## src/rtl/traffic_pkg.sv

```systemverilog
// Shared types for the intersection light monitor: decoded phases, fault causes,
// lamp encodings and the legal phase-transition table.
package traffic_pkg;

   typedef enum logic [2:0] {
      P_UNSYNC = 3'd0,
      P_MG     = 3'd1,
      P_MY     = 3'd2,
      P_SG     = 3'd3,
      P_SY     = 3'd4,
      P_PG     = 3'd5,
      P_AR     = 3'd6
   } phase_t;

   typedef enum logic [2:0] {
      F_NONE     = 3'd0,
      F_CONFLICT = 3'd1,
      F_SEQ      = 3'd2,
      F_SHORT_Y  = 3'd3,
      F_STUCK    = 3'd4
   } fault_t;

   localparam logic [2:0] RED  = 3'b100;
   localparam logic [2:0] YEL  = 3'b010;
   localparam logic [2:0] GRN  = 3'b001;
   localparam logic [1:0] PRED = 2'b10;
   localparam logic [1:0] PGRN = 2'b01;

   function automatic logic legal_trans(input phase_t from_p, input phase_t to_p);
      logic ok;
      ok = 1'b0;
      case (from_p)
         P_AR:    ok = (to_p == P_MG);
         P_MG:    ok = (to_p == P_MY);
         P_MY:    ok = (to_p == P_SG);
         P_SG:    ok = (to_p == P_SY);
         P_SY:    ok = (to_p == P_MG) || (to_p == P_PG);
         P_PG:    ok = (to_p == P_AR);
         default: ok = 1'b0;
      endcase
      return ok;
   endfunction

   function automatic logic is_yellow(input phase_t p);
      return (p == P_MY) || (p == P_SY);
   endfunction

endpackage

```

## src/rtl/light_pattern_decoder.sv

```systemverilog
// Combinational decode of the synchronized {main, sec, pea} lamp vector into a
// phase; anything outside the six known patterns is flagged as not legal.
module light_pattern_decoder
   import traffic_pkg::*;
(
   input  logic [7:0] v,
   output logic       legal,
   output logic [2:0] phase
);

   always_comb begin
      legal = 1'b1;
      phase = P_UNSYNC;
      case (v)
         {GRN, RED, PRED}: phase = P_MG;
         {YEL, RED, PRED}: phase = P_MY;
         {RED, GRN, PRED}: phase = P_SG;
         {RED, YEL, PRED}: phase = P_SY;
         {RED, RED, PGRN}: phase = P_PG;
         {RED, RED, PRED}: phase = P_AR;
         default:          legal = 1'b0;
      endcase
   end

endmodule

```

## src/rtl/traffic_light_monitor.sv

```systemverilog
// Independent safety monitor on the controller's lamp outputs: tracks the phase,
// times it, latches the first conflict/sequence/timing fault and drives a 1 Hz flash.
module traffic_light_monitor
   import traffic_pkg::*;
#(
   parameter int FPGAFREQ     = 50_000_000,
   parameter int T_MIN_YELLOW = 3,
   parameter int T_MAX_PHASE  = 30,
   localparam int SW          = $clog2(T_MAX_PHASE + 1)
) (
   input  logic          clk,
   input  logic          reset,
   input  logic [2:0]    main_lights,
   input  logic [2:0]    sec_lights,
   input  logic [1:0]    pea_lights,
   input  logic          fault_clear,
   output logic [2:0]    phase_id,
   output logic [SW-1:0] sec_in_phase,
   output logic          fault,
   output logic [2:0]    fault_code,
   output logic          flash_en
);

   localparam int DW   = (FPGAFREQ > 1) ? $clog2(FPGAFREQ) : 1;
   localparam int HALF = (FPGAFREQ / 2 > 0) ? FPGAFREQ / 2 : 1;
   localparam int FW   = (HALF > 1) ? $clog2(HALF) : 1;

   logic [7:0]    s1_q, s1_d, s2_q, s2_d;
   logic [1:0]    arm_q, arm_d;
   phase_t        phase_q, phase_d;
   logic [DW-1:0] div_q, div_d;
   logic [SW-1:0] sec_q, sec_d;
   logic          fault_q, fault_d;
   fault_t        code_q, code_d;
   logic [FW-1:0] fcnt_q, fcnt_d;
   logic          flash_q, flash_d;

   logic          dec_legal;
   logic [2:0]    dec_phase_raw;
   phase_t        dec_phase;
   logic          armed, phase_chg, tick;
   logic          conflict, seq_err, short_y, stuck;
   logic          clear_ok, latch;
   fault_t        new_code;

   light_pattern_decoder u_dec (
      .v     (s2_q),
      .legal (dec_legal),
      .phase (dec_phase_raw)
   );

   assign dec_phase = phase_t'(dec_phase_raw);

   always_comb begin
      s1_d  = {main_lights, sec_lights, pea_lights};
      s2_d  = s1_q;
      // Checks stay off until the synchronizer holds real samples, not reset zeros.
      arm_d = {arm_q[0], 1'b1};
      armed = arm_q[1];

      phase_chg = armed && dec_legal && (dec_phase != phase_q);
      tick      = (div_q == DW'(FPGAFREQ - 1));

      conflict = armed && !dec_legal;
      seq_err  = phase_chg && (phase_q != P_UNSYNC) && !legal_trans(phase_q, dec_phase);
      short_y  = phase_chg && is_yellow(phase_q) && (sec_q < SW'(T_MIN_YELLOW));
      stuck    = !phase_chg && (phase_q != P_UNSYNC) && tick && (sec_q == SW'(T_MAX_PHASE - 1));

      phase_d = phase_q;
      div_d   = div_q;
      sec_d   = sec_q;
      if (phase_chg) begin
         phase_d = dec_phase;
         div_d   = '0;
         sec_d   = '0;
      end else if (phase_q != P_UNSYNC) begin
         div_d = tick ? '0 : div_q + 1'b1;
         if (tick && (sec_q != SW'(T_MAX_PHASE)))
            sec_d = sec_q + 1'b1;
      end

      if (conflict)      new_code = F_CONFLICT;
      else if (seq_err)  new_code = F_SEQ;
      else if (short_y)  new_code = F_SHORT_Y;
      else if (stuck)    new_code = F_STUCK;
      else               new_code = F_NONE;

      // A clear cycle that also sees a new fault re-latches the new cause.
      clear_ok = fault_q && fault_clear && (phase_q == P_AR);
      latch    = (new_code != F_NONE) && (!fault_q || clear_ok);

      fault_d = fault_q;
      code_d  = code_q;
      if (latch) begin
         fault_d = 1'b1;
         code_d  = new_code;
      end else if (clear_ok) begin
         fault_d = 1'b0;
         code_d  = F_NONE;
      end

      fcnt_d  = fcnt_q;
      flash_d = flash_q;
      if (latch || !fault_d) begin
         fcnt_d  = '0;
         flash_d = 1'b0;
      end else if (fcnt_q == FW'(HALF - 1)) begin
         fcnt_d  = '0;
         flash_d = !flash_q;
      end else begin
         fcnt_d = fcnt_q + 1'b1;
      end
   end

   always_ff @(posedge clk or posedge reset) begin
      if (reset) begin
         s1_q    <= '0;
         s2_q    <= '0;
         arm_q   <= '0;
         phase_q <= P_UNSYNC;
         div_q   <= '0;
         sec_q   <= '0;
         fault_q <= 1'b0;
         code_q  <= F_NONE;
         fcnt_q  <= '0;
         flash_q <= 1'b0;
      end else begin
         s1_q    <= s1_d;
         s2_q    <= s2_d;
         arm_q   <= arm_d;
         phase_q <= phase_d;
         div_q   <= div_d;
         sec_q   <= sec_d;
         fault_q <= fault_d;
         code_q  <= code_d;
         fcnt_q  <= fcnt_d;
         flash_q <= flash_d;
      end
   end

   assign phase_id     = phase_q;
   assign sec_in_phase = sec_q;
   assign fault        = fault_q;
   assign fault_code   = code_q;
   assign flash_en     = flash_q;

endmodule

```

## config.mk

```make
export PLATFORM = sky130hd
export DESIGN_NAME = traffic_light_monitor
export DESIGN_NICKNAME = d
export VERILOG_FILES = /design/src/rtl/traffic_pkg.sv /design/src/rtl/light_pattern_decoder.sv /design/src/rtl/traffic_light_monitor.sv
export SDC_FILE = /design/constraint.sdc
export NUM_CORES = 1
export LEC_CHECK = 0
export ABC_CLOCK_PERIOD_IN_PS = 2850
export BUFFER_PORTS_ARGS = -buffer_cell sky130_fd_sc_hd__buf_2
export CAP_MARGIN = 0
export CORE_AREA = 2 2 90 92
export CTS_CLUSTER_DIAMETER = 40
export DETAILED_ROUTE_END_ITERATION = 6
export DIE_AREA = 0 0 92 94
export GPL_ROUTABILITY_DRIVEN = 0
export PLACE_DENSITY_LB_ADDON = 0.1
export SYNTH_ARGS = -nofsm -noshare
export SYNTH_HDL_FRONTEND = slang
export SYNTH_HIERARCHICAL = 1
export SYNTH_SLANG_ARGS = --single-unit
```

## constraint.sdc

```tcl
create_clock -name clk -period 2.85 [get_ports clk]
set_clock_uncertainty 0.15 [all_clocks]
set_input_delay 0.4275 -clock clk [delete_from_list [all_inputs] [get_ports clk]]
set_output_delay 0.4275 -clock clk [all_outputs]
set_load 0.01 [all_outputs]
```

; ---- Word level (Yosys, flattened, before mapping)
; Cells that the tools add are included.
[word_totals]
inputBits = 11
word_cells = 90
regBits = 82
[op_classes]
addsub = 3
order_cmp = 1
reduce_logical = 32
mux = 21
n_eq_ne = 23
[op_table]
columns = cell, count
row1 = $mux W26, 3
row2 = $mux W25, 2
row3 = $eq A8 B8 Y1 const B, 4
row4 = $add A26 B1 Y26 const B, 1
row5 = $eq A26 B26 Y1 const B, 1
row6 = $add A25 B1 Y25 const B, 1
row7 = $eq A25 B25 Y1 const B, 1
row8 = $eq A3 B3 Y1 const B, 6
row9 = $mux W3, 6
row10 = $pmux W3 S6, 1
row11 = $mux W5, 3
row12 = $logic_and A1 B1 Y1, 14
row13 = $eq A3 B2 Y1 const B, 4
row14 = $eq A8 B6 Y1 const B, 1
row15 = $eq A8 B7 Y1 const B, 1
row16 = $reduce_bool A2 Y1, 4
row17 = $eq A3 B1 Y1 const B, 2
row18 = $logic_not A1 Y1, 6
row19 = $pmux W1 S6, 1
row20 = $reduce_bool A3 Y1, 2
row21 = $reduce_or A6 Y1, 1
row22 = $add A5 B1 Y5 const B, 1
row23 = $eq A5 B5 Y1 const B, 1
row24 = $lt A5 B2 Y1 const B, 1
row25 = 5 further kinds, 12

; ---- Longest topological paths before layout
; Gate-level depths: netlist (run 1).
[logic_depth]
ltp_word = 19
depth_mapped = 11

; ---- Hierarchy
; Netlist (run 1), hierarchy kept.
[by_module_without_submodules]
columns = mod, cells_each, area_per_inst_um2, n_inst
row1 = traffic_light_monitor, 410, 3910.0, 1
row2 = light_pattern_decoder, 24, 176.4, 1

; ---- Worst setup path before layout (run 1)
; No wires, ideal clock.
[synth_timing]
path_kind = register to register
from = register s2_q[0]
to = register div_q[11]
slack_ns = -0.285
path_stages_with_launch = 12
t_arrival_ns = 2.903
setup_ns = 0.082
required_time_ns = 2.618
cell_sequence = dfrtp_1 > or3b_4 > nor3_4 > nand2_2 > a21oi_1 > xor2_1 > o311ai_0 > o211a_1 > buf_2 > buf_2 > o21ai_0 > a31oi_1
[synth_rtl]
columns = element, line_no
row1 = start: declaration, traffic_light_monitor.sv:28  ; logic [7:0] s1_q, s1_d, s2_q, s2_d;
row2 = start signal: assignment, traffic_light_monitor.sv:118  ; s2_q <= '0;
row3 = start signal: assignment, traffic_light_monitor.sv:129  ; s2_q <= s2_d;
row4 = "$eq A8 B8 Y1, or another cell as far along", light_pattern_decoder.sv:14  ; case (v)
row5 = $pmux W3 S6 (*), light_pattern_decoder.sv:14
row6 = via dec_phase[1], traffic_light_monitor.sv:40  ; phase_t dec_phase;
row7 = $ne A3 B3 Y1 (*), traffic_light_monitor.sv:61  ; phase_chg = armed && dec_legal && (dec_phase != phase_q);
row8 = $logic_and A1 B1 Y1 (*), traffic_light_monitor.sv:61
row9 = $mux W26 / $reduce_bool A2 Y1 (equally long branches), n/a
row10 = end signal: assignment, traffic_light_monitor.sv:132  ; div_q <= div_d;
row11 = end: declaration, traffic_light_monitor.sv:31  ; logic [DW-1:0] div_q, div_d;
; Mark *: on every way through the listed nets, which the timed path passes. The rest lies on a longest branch.
; A chain may end at the register's enable or synchronous reset.

; ---- Worst setup path after layout (run 1)
[layout_timing]
from = register s2_q[3]
to = register div_q[11]
; The elaborated chain is that of the path after synthesis.

==> run_results.csv, run 1 <==
group,metric,value,unit
run_status,status,"finished clean",
critical_path,path_class,"flip-flop to flip-flop",
job,drv_cap,0,
timing,relSlewSlack,0.577,
worst_hold_path,hp-class,"input port to flip-flop",
floorplan,die-area,0.00865,sq mm
power,power.combinational.fraction,0.047,
floorplan,start_util,0.537,
clocking,cts_num_sinks,82,
route,met3WireLength,241,microns
power,p_int,1.66,mW
clocking,cts_tree,"yes",
synth,avgSynthCellArea,9.42,sq um
critical_path,worst_ep_arrival_time,2.91,ns
route,num_vias,3298,
synth,synth-edff-count,0,
placement,place_area,0.00444,sq mm
global_route,grt_max_degree,34,
critical_path,path_max_fanout,9,
power,p_sw_frac,0.252,
timing,finalSetupViolCount,0,
critical_path,ff2ff_path_depth,11,
placement,placed_cells,562,
power,irDropWorstVdd,0.000346,V
placement,io_buffers,23,
timing,fin_crit_sh,0.975,
critical_path,cp-end-kind,"flip-flop",
route,drc,0,
route,viasPerCell,5.65,
placement,place_hpwl,5570,microns
clocking,worstSkewPairLatency,0.36,ns
layout,fin_cells,584,
layout,final_cell_mix,"dfrtp_1 (82), nor2_1 (54), nand2_1 (45)",
worst_hold_path,hold_path_depth,1,
layout,final_nets,493,
clocking,cts_root_buffer,"clkbuf_8",
route,dr.pass1.iters,4,
clocking,htree_levels,3,
synth,async_flop_share,1.00,
clocking,numCtsBuffers,9,
power,p_leak,2.04,nW
clocking,cts_max_path_buffers,2,
timing,slew_viol_final,0,
critical_path,rr_endpoint,"div_q[11]",
power,power_density,468,mW/mm^2
route,wl,8220,microns
timing,fmax,0.360,GHz
placement,pre_cts_ws,-0.00946,ns
power,power.switching,0.559,mW
route,drt-met1-wl,3810,microns
critical_path,critPathRequiredTime,2.98,ns
global_route,grt_pass1_wl,14000,microns
timing,rsz0062_at_grt,"yes",
clocking,clk_pin_slew,0.10,ns
route,dr_wl_met2,4010,microns
route,highest_layer,"met4",
layout,areaGrowthSynthToFinish,15.9,%
synth,yosysUniqueCellTypes,52,
synth,ys_ff_latch,82,
floorplan,dieHeight,94,microns
critical_path,reg2reg_from,"s2_q[3]",
synth,synth_seq_area_share,0.502,
global_route,grt_overflow,0,
timing,finalHoldViolations,0,
synth,syn-cell-area,0.00409,sq mm
timing,finalCriticalPeriod,2.78,ns
synth,synth_cells,434,
synth,synthesis.nets,450,
critical_path,cp-start-kind,"flip-flop",
floorplan,pin_count,24,
floorplan,die-width,92,microns
timing,max_slew.worst_pin.slew,0.629,ns
worst_hold_path,min_from,"sec_lights[1]",
route,detail-route-antenna-nets,0,
layout,diodes,0,
floorplan,rows,32,
global_route,antenna_found_initial,0,
layout,fin_area,0.00474,sq mm
power,p_clk_frac,0.398,
synth,yosys_most_used_dff,"dfrtp_1",
route,wire_per_inst,14.1,microns
floorplan,core,0.00761,sq mm
route,drt_iter0_markers,161,
synth,yosysWarnings,6,
worst_hold_path,hold_end,"s1_q[3]",
power,seqPwrFrac,0.555,
global_route,grt_pass1_vias,3126,
critical_path,rrSetupSlack,0.07,ns
layout,final_common_cell,"dfrtp_1",
timing,layout_setup_ws,0.0699,ns
layout,drive_gt1_frac,0.164,
global_route,track_usage,0.200,
-- stage by stage --
step | util | power, mW | hold WS, ns | setup TNS (ns)
6_report | 0.623 | 2.22 | 0.0125 | 0
5_1_grt | 0.623 | 2.31 | 0.000292 | -1.29
3_3_place_gp | 0.583 | 1.34 | 0.182 | 0
2_1_floorplan | - | 1.31 | 0.181 | 0
4_1_cts | 0.612 | 2.23 | 0.00485 | 0
3_5_place_dp | 0.583 | 1.35 | 0.185 | -0.00946
-- area by class of cell --
type                            count  area [sq um]
Clock buffer                        9           124
Clock inverter                      7          83.8
Fill cell                         640          2870
Inverter                           13          50.0
Multi-Input combinational cell    325          1960
Sequential cell                    82          2050
Tap cell                          102           128
Timing Repair Buffer               46           342
-- how the worst max path moves through the flow --
stage	from	to	cells after the start
6_report	s2_q[3]	div_q[11]	11
5_1_grt	s2_q[3]	div_q[20]	10
4_1_cts	s2_q[0]	div_q[20]	10
3_5_place_dp	s2_q[0]	div_q[21]	10
3_3_place_gp	s2_q[0]	div_q[20]	10
2_1_floorplan	s2_q[0]	div_q[11]	11
-- what timing repair did --
| item | CTS | global route |
|---|---|---|
| hold buffers | 1 | 2 |
| hold endpoints to repair | 31 | 2 |
| setup buffers | 0 | 2 |
| gates cloned | 0 | 1 |
| gates resized for setup | 0 | 15 |
| setup endpoints to repair | 3 | 25 |
| pin swaps | 1 | 11 |
-- critical path, stage by stage (launching register included) --
cell and delay (ns):
dfrtp_1 0.43, or3b_4 0.42, nor3_4 0.18, a22oi_1 0.12, nor2_1 0.19, xor2_1 0.12
o311ai_2 0.36, o211ai_2 0.16, buf_4 0.20, nor3_1 0.18, nor2_1 0.06, a31oi_1 0.14
-- Yosys cell counts, types with 9 or more instances --
library cell	count	area share
a21oi_1	14	0.017
a31oi_1	16	0.024
clkbuf_1	9	0.0083
dfrtp_1	82	0.50
inv_1	13	0.012
nand2_1	46	0.042
nand3_1	24	0.029
nand4_1	18	0.028
nor2_1	55	0.051
nor3_1	9	0.011
o21ai_0	27	0.033
xnor2_1	11	0.024
xor2_1	21	0.045
-- kinds of logic after synthesis --
| logic type | Yosys count | synth area share |
|---|---|---|
| AND/OR/NAND/NOR | 209 | 0.267 |
| AO/OA/AOI/OAI | 76 | 0.114 |
| multiplexers | 2 | 0.00551 |
| buffers and inverters | 27 | 0.0263 |
| XOR/XNOR | 32 | 0.0686 |
| other | 1 | 0.000918 |
| adder cells (fa/ha/maj) | 5 | 0.0153 |
| flip-flops | 82 | 0.502 |
-- flip-flops by register name, summed over array words and instances, names as in the netlist, 2 cells and up --
register	flops
div_q	26
fcnt_q	25
s1_q	8
s2_q	8
sec_in_phase	5
fault_code	3
phase_id	3
arm_q	2
-- power by group through the flow --
stage	sequential, mW	clock [mW]	combinational (mW)
2_1_floorplan	1.24	0	0.0673
3_3_place_gp	1.25	0	0.0936
3_5_place_dp	1.25	0	0.0966
4_1_cts	1.23	0.901	0.0985
5_1_grt	1.23	0.954	0.120
6_report	1.23	0.882	0.105
-- metal layers --
metal,vias up,GRT usage
met1,1574,0.258
met5,-,0
li1,1639,-
met2,71,0.339
met3,14,0.0305
met4,0,0.0821
Note: power is estimated with default switching activity, not from simulation.
==> inputs of run 2 (changes only) <==
- RECOVER_POWER: not set -> 50
==> run_results.csv, run 2 (same netlist as run 1, synthesis figures left out) <==
group,metric,value,unit
power,irDropWorstVdd,0.000346,V
job,drv_cap,0,
layout,drive_gt1_frac,0.143,
route,detail-route-antenna-nets,0,
placement,io_buffers,23,
timing,finalHoldViolations,0,
power,design_power_total,2.22,mW
layout,top_register,"div_q",
route,wire_per_inst,14.2,microns
power,power_density,469,mW/mm^2
global_route,grt_overflow,0,
layout,fin_cells,584,
layout,diodes,0,
critical_path,cp-start-kind,"flip-flop",
timing,fin_crit_sh,0.976,
floorplan,rows,32,
timing,max_slew.worst_pin.slew,1.37,ns
route,wl,8270,microns
floorplan,start_util,0.537,
critical_path,critPathRequiredTime,2.95,ns
floorplan,die-width,92,microns
floorplan,dieHeight,94,microns
route,dr.pass1.iters,4,
timing,finalCriticalPeriod,2.78,ns
route,drt_iter0_markers,164,
floorplan,die-area,0.00865,sq mm
layout,final_common_cell,"dfrtp_1",
critical_path,worst_ep_arrival_time,2.88,ns
clocking,numCtsBuffers,9,
floorplan,pin_count,24,
layout,areaGrowthSynthToFinish,15.5,%
global_route,grt_max_degree,34,
timing,relSlewSlack,0.0821,
clocking,clk_pin_slew,0.10,ns
route,viasPerCell,5.65,
global_route,grt_pass1_vias,3126,
run_status,status,"finished clean",
clocking,cts_num_sinks,82,
clocking,worstSkewPairLatency,0.36,ns
critical_path,rrSetupSlack,0.07,ns
timing,setup_tns,0,ns
placement,placed_cells,562,
layout,final_nets,493,
route,num_vias,3299,
critical_path,path_class,"flip-flop to flip-flop",
route,drc,0,
global_route,grt_pass1_wl,14000,microns
worst_hold_path,hp-class,"input port to flip-flop",
clocking,htree_levels,3,
global_route,antenna_found_initial,0,
timing,finalSetupViolCount,0,
timing,slew_viol_final,0,
layout,final_cell_mix,"dfrtp_1 (82), nor2_1 (54), nand2_1 (45)",
critical_path,cp-end-kind,"flip-flop",
critical_path,path_max_fanout,8,
clocking,cts_max_path_buffers,2,
floorplan,core,0.00761,sq mm
clocking,cts_tree,"yes",
placement,place_hpwl,5570,microns
global_route,track_usage,0.200,
layout,largestRegisters,"div_q: 26 flops, fcnt_q: 25 flops",
layout,largest_reg_flops,26,
power,p_leak,2.00,nW
timing,rsz0062_at_grt,"yes",
clocking,cts_root_buffer,"clkbuf_8",
timing,fmax,0.360,GHz
[run 2: cell count changes in the layout (fill, tap and decap cells not counted)]
cell        delta
buf_2         -10
clkbuf_1      +10
buf_4          -1
clkbuf_2       +1
clkinv_2       -1
clkinvlp_2     +1
[run 2: power breakdown]
group | switching [mW] | internal [mW] | leakage (nW) | total, mW
combinational | 0.0612 | 0.0431 | 0.832 | 0.104
clock | 0.462 | 0.420 | 0.102 | 0.882
sequential | 0.0358 | 1.19 | 1.07 | 1.23
total | 0.560 | 1.66 | 2.00 | 2.22
[run 2: path summary, 6_finish.rpt]
path,to,start,cells past startpoint
min in group asynchronous,s2_q[6],reset,3
setup / recovery,div_q[5],s2_q[0],10
hold reg to reg,s2_q[5],s1_q[5],0
setup reg to reg,div_q[5],s2_q[0],10
max in group asynchronous,sec_in_phase[1],reset,4
hold / removal,s1_q[3],sec_lights[1],1
[run 2: worst max-delay path, cell delays in order, from the launching register on]
cell and delay, ns:
dfrtp_1 0.39, buf_4 0.14, or3b_2 0.45, o32ai_1 0.18
and2_1 0.22, xor2_1 0.10, nor3_1 0.24, nor2_2 0.10
nor2_1 0.41, o21ai_0 0.20, o41ai_1 0.09
[run 2: layer usage]
| metal | part of all wire | wire length [microns] | vias up | GRT usage |
|---|---|---|---|---|
| met1 | 0.46 | 3840 | 1579 | 0.258 |
| li1 | - | - | 1638 | - |
| met4 | 0.020 | 164 | 0 | 0.0821 |
| met2 | 0.49 | 4020 | 66 | 0.339 |
| met5 | 0 | 0 | - | 0 |
| met3 | 0.029 | 243 | 16 | 0.0305 |
[run 2: stage by stage]
step / instance area (sq um) / utilization / hold slack [ns] / setup WS, ns
final: 4720 / 0.621 / 0.0124 / 0.0692
after CTS: 4650 / 0.612 / 0.00485 / 0.0283
after global routing: 4720 / 0.621 / 0.000292 / -0.104
after global placement: 4440 / 0.583 / 0.182 / 0.0960
after detailed placement: 4440 / 0.583 / 0.185 / -0.00946
after floorplan: 4100 / - / 0.181 / 0.0834
[run 2: repair_timing]
item,CTS,global route
hold buffers,1,2
buffers inserted,0,2
endpoints found under the hold margin,31,2
pin swaps,1,11
gates cloned,0,1
endpoints found under the setup margin,3,25
gates resized for setup,0,15
[run 2: layout make-up]
| cell class | count | area [sq um] |
|---|---|---|
| fill | 650 | 2890 |
| sequential | 82 | 2050 |
| multi-input combinational | 325 | 1960 |
| timing repair buffer | 46 | 327 |
| tap | 102 | 128 |
| clock buffer | 9 | 124 |
| clock inverter | 7 | 83.8 |
| inverter | 13 | 50.0 |
==> inputs of run 3 (changes only) <==
==> constraint.sdc (replaced) <==
create_clock -name clk -period 2.85 [get_ports clk]
set_clock_uncertainty 0.15 [all_clocks]
set_input_delay 0 -clock clk [delete_from_list [all_inputs] [get_ports clk]]
set_output_delay 0 -clock clk [all_outputs]
set_load 0.01 [all_outputs]
==> run_results.csv, run 3 (same netlist as run 1, synthesis figures left out) <==
group,metric,value,unit
clocking,worstSkewPairLatency,0.36,ns
layout,fin_area,0.00487,sq mm
layout,multiInputGateArea,0.00198,sq mm
layout,fill_cells,620,
power,seqPwrFrac,0.536,
layout,final_cell_mix,"dfrtp_1 (82), nor2_1 (53), nand2_1 (46)",
power,p_int,1.74,mW
power,p_sw_frac,0.240,
timing,relSlewSlack,-0.299,
power,power_density,471,mW/mm^2
critical_path,cp-startpoint,"s2_q[0]",
layout,fin_util,0.640,
timing,fmax,0.364,GHz
run_status,status,"finished with violations",
floorplan,start_util,0.537,
power,p_leak,2.03,nW
critical_path,critPathBufInv,1,
layout,diodes,0,
global_route,grt_overflow,0,
power,irDropWorstVdd,0.000506,V
critical_path,cp-start-kind,"flip-flop",
floorplan,dieHeight,94,microns
global_route,track_usage,0.205,
power,p_clk_frac,0.414,
critical_path,critPathRequiredTime,3.00,ns
timing,finalCriticalPeriod,2.75,ns
critical_path,cpPeakStageDelay,0.47,ns
placement,place_hpwl,5620,microns
route,wl,8440,microns
clocking,cts_max_path_buffers,2,
critical_path,crit_chain,"or3b_2 -> o32ai_1 -> and2_1 -> xor2_1 -> o311ai_4 -> o211ai_2 -> buf_6 -> or3_1 -> o21ai_1",
route,viasPerCell,5.63,
critical_path,cp-end-kind,"flip-flop",
critical_path,cpMaxStageDelayCell,"or3b_2",
timing,fin_crit_sh,0.965,
layout,largestRegisters,"div_q: 26 flops, fcnt_q: 25 flops",
worst_hold_path,hp-class,"input port to flip-flop",
route,drc,0,
route,num_vias,3342,
job,drv_cap,1,
placement,place_area,0.00444,sq mm
layout,fin_cells,594,
power,power.switching,0.550,mW
critical_path,worst_ep_arrival_time,2.90,ns
timing,finalSetupViolCount,0,
layout,top_register,"div_q",
power,power.combinational.fraction,0.050,
clocking,cts_tree,"yes",
route,wire_per_inst,14.2,microns
floorplan,die-width,92,microns
layout,drive_gt1_frac,0.144,
clocking,numCtsBuffers,9,
critical_path,reg2reg_from,"s2_q[0]",
placement,placed_cells,562,
global_route,grt_pass1_vias,3132,
layout,largest_reg_flops,26,
placement,io_buffers,23,
placement,pre_cts_ws,0.00113,ns
global_route,antenna_found_initial,0,
timing,slew_viol_final,49,
critical_path,path_class,"flip-flop to flip-flop",
timing,layout_setup_ws,0.100,ns
global_route,grt_max_degree,49,
critical_path,cpLargestDelayFamily,"simple AND/OR/NAND/NOR gates",
route,drt_iter0_markers,185,
clocking,cts_num_sinks,82,
layout,register_area,0.00205,sq mm
route,detail-route-antenna-nets,0,
clocking,htree_levels,3,
floorplan,pin_count,24,
clocking,cts_root_buffer,"clkbuf_8",
timing,max_slew.worst_pin.slew,1.94,ns
timing,setup_tns,0,ns
layout,final_nets,503,
global_route,grt_pass1_wl,14200,microns
layout,final_common_cell,"dfrtp_1",
route,dr.pass1.iters,4,
layout,areaGrowthSynthToFinish,19.2,%
critical_path,path_max_fanout,8,
floorplan,core,0.00761,sq mm
run_status,violations,"max-capacitance violations, max-slew violations",
worst_hold_path,min_from,"pea_lights[1]",
clocking,clk_pin_slew,0.09,ns
floorplan,rows,32,
timing,finalHoldViolations,0,
floorplan,die-area,0.00865,sq mm
-- run 3: cell types whose count changed in the layout (fill, tap and decap cells not counted), moves of 3 or more --
cell	change
buf_2	-4
o21ai_0	+7
clkbuf_1	+3
o21ai_1	-6
dlygate4sd3_1	+7
-- run 3: power groups by stage --
| stage | Clock [mW] | Combinational [mW] | Sequential (mW) |
|---|---|---|---|
| 2_1_floorplan | 0 | 0.0673 | 1.24 |
| 3_3_place_gp | 0 | 0.0934 | 1.25 |
| 3_5_place_dp | 0 | 0.0962 | 1.25 |
| 4_1_cts | 0.964 | 0.107 | 1.23 |
| 5_1_grt | 1.02 | 0.132 | 1.24 |
| 6_report | 0.949 | 0.115 | 1.23 |
-- run 3: what timing repair did --
| item | 4_1_cts | 5_1_grt |
|---|---|---|
| pin swaps | 1 | 6 |
| setup endpoints to repair | 4 | 26 |
| resized for setup | 0 | 12 |
| hold buffers | 10 | 0 |
| buffers inserted | 0 | 4 |
| endpoints found under the hold margin | 56 | 0 |
| gates cloned | 0 | 2 |
-- run 3: worst register-to-register path, delay by kind of cell (launching register included) --
| kind | cells | cell delay (ns) |
|---|---|---|
| simple gates | 3 | 1.04 |
| compound gates | 4 | 0.79 |
| flops | 1 | 0.41 |
| xor+xnor | 1 | 0.13 |
| buf+inv | 1 | 0.17 |
-- run 3: final timing paths --
| kind | endpoint | slack, ns | cells past startpoint |
|---|---|---|---|
| worst max register to register | div_q[20] | 0.10 | 9 |
| worst max-delay path | div_q[20] | 0.10 | 9 |
| max in group asynchronous | s2_q[6] | 0.84 | 4 |
| worst min register to register | s2_q[5] | 0.20 | 0 |
| min in group asynchronous | s2_q[7] | 0.53 | 3 |
| worst min-delay path | s1_q[1] | 0.11 | 2 |
-- run 3: layout make-up --
class / instances / area share
Sequential cell: 82 / 0.421
Multi-Input combinational cell: 325 / 0.406
Timing Repair Buffer: 56 / 0.0897
Tap cell: 102 / 0.0262
Clock buffer: 9 / 0.0254
Clock inverter: 7 / 0.0208
Inverter: 13 / 0.0103
-- run 3: stage by stage --
step / power (mW) / hold slack (ns)
after floorplan: 1.31 / -0.119
final: 2.29 / 0.112
after global placement: 1.34 / -0.0424
after global routing: 2.38 / 0.111
after CTS: 2.30 / 0.111
after detailed placement: 1.35 / -0.0407
-- run 3: layer usage --
layer,GRT usage,share of wire
met2,0.344,0.48
met5,0,0
met4,0.0759,0.018
met1,0.272,0.46
met3,0.0297,0.035
